`src/rtl/x_uart_pkg.sv`:
```
// Shared types and constants for the x_uart serial blocks.
package x_uart_pkg;

    typedef enum logic [1:0] {IDLE, START, DATA, STOP} state_t;

    localparam int DEFAULT_CLKS_PER_BIT = 104;

    // Width of a down-counter that must hold CLKS_PER_BIT-1.
    function automatic int cnt_width(input int clks_per_bit);
        return (clks_per_bit <= 2) ? 1 : $clog2(clks_per_bit);
    endfunction

endpackage

```
`src/rtl/x_sync.sv`:
```
// Two-flop synchronizer for a single asynchronous input; RST_VAL sets the
// value both flops take in reset so an idle line looks idle out of reset.
module x_sync #(
    parameter logic RST_VAL = 1'b0
) (
    input  logic clk,
    input  logic rst_n,
    input  logic d,
    output logic q
);

    logic meta;

    always_ff @(posedge clk or negedge rst_n) begin
        if (!rst_n) begin
            meta <= RST_VAL;
            q    <= RST_VAL;
        end else begin
            meta <= d;
            q    <= meta;
        end
    end

endmodule

```
`src/rtl/x_uart_rx.sv`:
```
// 8N1 UART receiver feeding the x_ctrl command decoder.
// Optional macro X_UART_RX_MAJORITY_EN: 2-of-3 vote around each mid-bit sample.
module x_uart_rx
    import x_uart_pkg::*;
#(
    parameter int CLKS_PER_BIT = DEFAULT_CLKS_PER_BIT
) (
    input  logic       i_clk,
    input  logic       i_nrst,
    input  logic       i_rx,
    output logic       o_valid,
    output logic [7:0] o_data,
    output logic       o_frame_err
);

    localparam int H  = CLKS_PER_BIT / 2;
    localparam int CW = cnt_width(CLKS_PER_BIT);
`ifdef X_UART_RX_MAJORITY_EN
    localparam int MAJ_DLY = 1;
`else
    localparam int MAJ_DLY = 0;
`endif
    localparam logic [CW-1:0] START_LD = CW'(H + MAJ_DLY);
    localparam logic [CW-1:0] BIT_LD   = CW'(CLKS_PER_BIT - 1);

    logic          rx_s;
    logic          rx_p;
    logic          bit_in;
    state_t        state;
    logic [CW-1:0] cnt;
    logic [2:0]    idx;
    logic [7:0]    shreg;

    x_sync #(.RST_VAL(1'b1)) u_sync (
        .clk   (i_clk),
        .rst_n (i_nrst),
        .d     (i_rx),
        .q     (rx_s)
    );

    always_ff @(posedge i_clk or negedge i_nrst) begin
        if (!i_nrst) rx_p <= 1'b1;
        else         rx_p <= rx_s;
    end

`ifdef X_UART_RX_MAJORITY_EN
    // History of rx_s so that, one cycle after mid-bit, the vote window
    // covers mid-1, mid and mid+1; all sample points shift by one cycle.
    logic h0, h1;

    always_ff @(posedge i_clk or negedge i_nrst) begin
        if (!i_nrst) begin
            h0 <= 1'b1;
            h1 <= 1'b1;
        end else begin
            h0 <= rx_s;
            h1 <= h0;
        end
    end

    assign bit_in = (h1 & h0) | (h1 & rx_s) | (h0 & rx_s);
`else
    assign bit_in = rx_s;
`endif

    always_ff @(posedge i_clk or negedge i_nrst) begin
        if (!i_nrst) begin
            state       <= IDLE;
            cnt         <= '0;
            idx         <= '0;
            shreg       <= '0;
            o_valid     <= 1'b0;
            o_data      <= 8'h00;
            o_frame_err <= 1'b0;
        end else begin
            o_valid     <= 1'b0;
            o_frame_err <= 1'b0;
            case (state)
                IDLE: begin
                    // Falling edge only: a line stuck low never re-triggers.
                    if (rx_p && !rx_s) begin
                        cnt   <= START_LD;
                        state <= START;
                    end
                end
                START: begin
                    if (cnt != '0) begin
                        cnt <= cnt - CW'(1);
                    end else if (!bit_in) begin
                        cnt   <= BIT_LD;
                        idx   <= '0;
                        state <= DATA;
                    end else begin
                        state <= IDLE;
                    end
                end
                DATA: begin
                    if (cnt != '0) begin
                        cnt <= cnt - CW'(1);
                    end else begin
                        shreg <= {bit_in, shreg[7:1]};
                        cnt   <= BIT_LD;
                        idx   <= idx + 3'd1;
                        if (idx == 3'd7) state <= STOP;
                    end
                end
                STOP: begin
                    if (cnt != '0) begin
                        cnt <= cnt - CW'(1);
                    end else begin
                        if (bit_in) begin
                            o_valid <= 1'b1;
                            o_data  <= shreg;
                        end else begin
                            o_frame_err <= 1'b1;
                        end
                        state <= IDLE;
                    end
                end
                default: state <= IDLE;
            endcase
        end
    end

endmodule
```
`config.mk`:
```
export PLATFORM = sky130hd
export DESIGN_NAME = x_uart_rx
export DESIGN_NICKNAME = d
export VERILOG_FILES = /design/src/rtl/x_uart_pkg.sv /design/src/rtl/x_sync.sv /design/src/rtl/x_uart_rx.sv
export SDC_FILE = /design/constraint.sdc
export NUM_CORES = 1
export LEC_CHECK = 0
export CELL_PAD_IN_SITES_DETAIL_PLACEMENT = 1
export CELL_PAD_IN_SITES_GLOBAL_PLACEMENT = 1
export CORE_ASPECT_RATIO = 0.9
export CORE_MARGIN = 2
export CORE_UTILIZATION = 40
export CTS_BUF_LIST = sky130_fd_sc_hd__clkbuf_16
export DETAILED_ROUTE_END_ITERATION = 6
export GPL_TIMING_DRIVEN = 0
export PLACE_DENSITY_LB_ADDON = 0.1
export SYNTH_ARGS = -nofsm -noshare
export SYNTH_HDL_FRONTEND = slang
export SYNTH_SLANG_ARGS = --single-unit
```
`constraint.sdc`:
```
create_clock -name i_clk -period 1.9 [get_ports i_clk]
set_input_delay 0.285 -clock i_clk [delete_from_list [all_inputs] [get_ports i_clk]]
set_output_delay 0.285 -clock i_clk [all_outputs]
set_load 0.03 [all_outputs]
```
==> flow_metrics.tcl <==
set metrics [dict create \
    status "finished, final reports clean" \
    drv_cap 0 \
    post-route-util_pct 50.4 \
    setup_viol 0 \
    worstPathMaxFanout 4 \
    layout-drive-gt1-share_pct 26.8 \
    grt_max_degree 34 \
    critPathKind "reg -> reg" \
    slowest_stage "dfrtp_1" \
    cts_tree "yes" \
    fin_hold_ws_ps 63.5 \
    port_buffers 12 \
    overflow 0 \
    path_delay_family "flip-flops" \
    cp_num_cells 7 \
    clock-root-buffer "clkbuf_16" \
    antenna_found_initial 0 \
    hold_class "in -> async" \
    drc_errors 0 \
    slowest_delay_ps 410 \
    relSlewSlack_pct 52.1 \
    core_region_area_um2 4020 \
    final_nets 175 \
    ant_nets 0 \
    rows 22 \
    synth-edff-count 0 \
    numCtsBuffers 5 \
    fmax_mhz 558 \
    hpwl_mm 2.50 \
    synthFlopType "dfrtp_1" \
    fin_total_pwr_mw 3.06 \
    p_leak_nw 0.954 \
    syn-cell-area_um2 1640 \
    setup_tns_ps 0 \
    dp.cells 202 \
    yosysUniqueCellTypes 42 \
    p_per_area_nw_per_um2 1510 \
    routed.top_layer "met4" \
    synth.net_count 154 \
    pin_count 13 \
    drt_iter0_drc 26 \
    finalCriticalPeriod_ps 1790 \
    register_area_um2 830 \
    dieHeight_um 64.8 \
    worstMarginPinSlew_ps 718 \
    grt_pass1_wl_mm 6.25 \
    clock_latency_ps 270 \
    hold_viol 0 \
    path_clk_slew_ps 50 \
    yosys_register_bits 33 \
    synthCells 142 \
    drt_wl_total_mm 3.68 \
    multiInputGateArea_um2 785 \
    r2r_cells 7 \
    stdcell_count 212 \
    routedWlPerCell_um 17.4 \
    synth-async-reset-ratio_pct 100 \
    avgSynthCellArea_um2 11.6 \
    start_kind "flop" \
    cts_max_path_buffers 2 \
    peakVddDrop_v 0.000949 \
    num-fill-cells 432 \
    die_x_um 71.6 \
    critPathBufInv 2 \
    yosysTopAreaCell "dfrtp_1" \
    area_growth_pct 23.1 \
    finClkSkew_ps 5.28 \
    wl_met2_mm 1.80 \
    min_period_over_period_pct 94.3 \
    design_area_um2 2020 \
    dp_slack_ps -89.5 \
    end_kind "flop" \
    arrival_ps 1990 \
    synth_top_area_share_pct 45.7 \
    grt_pass1_vias 1259 \
    cp.required_ps 2100 \
    num_antenna_cells 0 \
    synth-seq-area-share_pct 50.5 \
    crit_chain "inv_2 -> ha_2 -> nor3b_4 -> buf_4 -> nand3_1 -> a211oi_1 -> mux2i_1" \
    placed_area_um2 1820 \
    setup_slack_ps 108 \
    drv_slew 0 \
    grt_use_total_pct 17.8 \
    met3_length_um 80 \
    start_util_pct 40.9 \
    vias 1151 \
    cts_max_level 2 \
    wl_met1_mm 1.77 \
    postCtsHoldBufs 0 \
    synth_area_leaders "dfrtp_1 (46%), mux2_2 (11%), ha_1 (6.8%)" \
    ys_warn_count 0 \
    vias_per_cell 5.43 \
    dr.pass1.iters 4 \
    cts_sinks 33 \
    place.gp.congestion 0.788 \
    dieArea_um2 4640 \
]
logic make-up after synthesis:
kind of cell	share of synthesized area, %
multiplexers	12.5
AO/OA/AOI/OAI	12.5
AND/OR/NAND/NOR	14.0
flip-flops	50.5
buffers and inverters	3.73
adder cells (fa/ha/maj)	6.85
power breakdown:
group / internal, mW / total (mW) / switching, mW / leakage (nW)
combinational: 0.503 / 1.25 / 0.751 / 0.435
sequential: 0.816 / 0.924 / 0.108 / 0.436
clock: 0.608 / 0.882 / 0.274 / 0.0826
total: 1.93 / 3.06 / 1.13 / 0.954
timing repair:
item / 4_1_cts / 5_1_grt
pin swaps: 0 / 1
gates resized for setup: 1 / 7
setup buffers: 1 / 1
setup endpoints to repair: 11 / 15
cloned: 0 / 1
endpoints found under the hold margin: 0 / 0
synth_stat cells, types with 2 or more instances:
| master | instances |
|---|---|
| inv_1 | 7 |
| dfstp_2 | 3 |
| a31oi_1 | 5 |
| a21oi_1 | 6 |
| nor3_1 | 2 |
| nand2_1 | 6 |
| buf_6 | 2 |
| o21ai_0 | 3 |
| nand2b_1 | 2 |
| o31ai_1 | 2 |
| ha_1 | 9 |
| a211oi_1 | 2 |
| o211ai_1 | 2 |
| and2_1 | 2 |
| nor2_1 | 13 |
| a22o_1 | 2 |
| nand3_1 | 4 |
| nand4b_1 | 2 |
| dfrtp_1 | 30 |
| mux2_2 | 16 |
state kept, by name, summed over array words and instances, names as in the netlist, named ones only:
| register | cells |
|---|---|
| cnt | 7 |
| idx | 3 |
| o_data | 8 |
| o_frame_err | 1 |
| o_valid | 1 |
| rx_p | 1 |
| shreg | 8 |
| state | 1 |
| u_sync.meta | 1 |
| u_sync.q | 1 |
placed cells by master (no fill, tap or decap), types with 2 or more instances in the layout:
| master | n |
|---|---|
| nand2b_1 | 2 |
| nand2_1 | 6 |
| buf_4 | 2 |
| buf_6 | 2 |
| mux2_2 | 16 |
| a31oi_1 | 4 |
| clkbuf_16 | 5 |
| o31ai_1 | 2 |
| clkdlybuf4s50_1 | 11 |
| ha_1 | 7 |
| dfrtp_1 | 30 |
| buf_2 | 2 |
| o211ai_1 | 2 |
| a22o_1 | 2 |
| a21oi_1 | 6 |
| o21ai_0 | 2 |
| and2_1 | 2 |
| ha_2 | 2 |
| a211oi_1 | 2 |
| nor2_1 | 12 |
| inv_1 | 7 |
| dfstp_2 | 3 |
| nand4b_1 | 2 |
| nand3_1 | 4 |
metal layers:
metal	track usage (%)	vias to the layer above
li1	-	560
met1	24.1	576
met2	28.2	10
met3	5.13	5
met4	4.25	0
met5	0	-
area by class of cell:
type / count / share of cell area, %
repair buffers: 14 / 6.43
plain buffers: 4 / 1.55
inverters: 7 / 1.30
multi-input cells: 98 / 38.8
well taps: 48 / 2.97
clock inverters: 3 / 1.85
clock buffers: 5 / 6.18
flip-flops and latches: 33 / 41.0
worst reg2reg max path: stages (launching register included):
cell and delay, ps:
dfrtp_1 410, inv_2 90, ha_2 200, nor3b_4 210, buf_4 160, nand3_1 110
a211oi_1 330, mux2i_1 220
path summary, 6_finish.rpt:
| path | startpoint | end | slack (ps) |
|---|---|---|---|
| worst min register to register | u_sync.meta | u_sync.q | 360 |
| worst max register to register | cnt[0] | flop | 110 |
| worst max-delay path | cnt[0] | flop | 110 |
| worst min-delay path | i_nrst | cnt[5] | 60 |
| min in group i_clk | u_sync.meta | u_sync.q | 360 |
| max in group asynchronous | i_nrst | cnt[0] | 1370 |
Power figures use the tool's default switching activity.
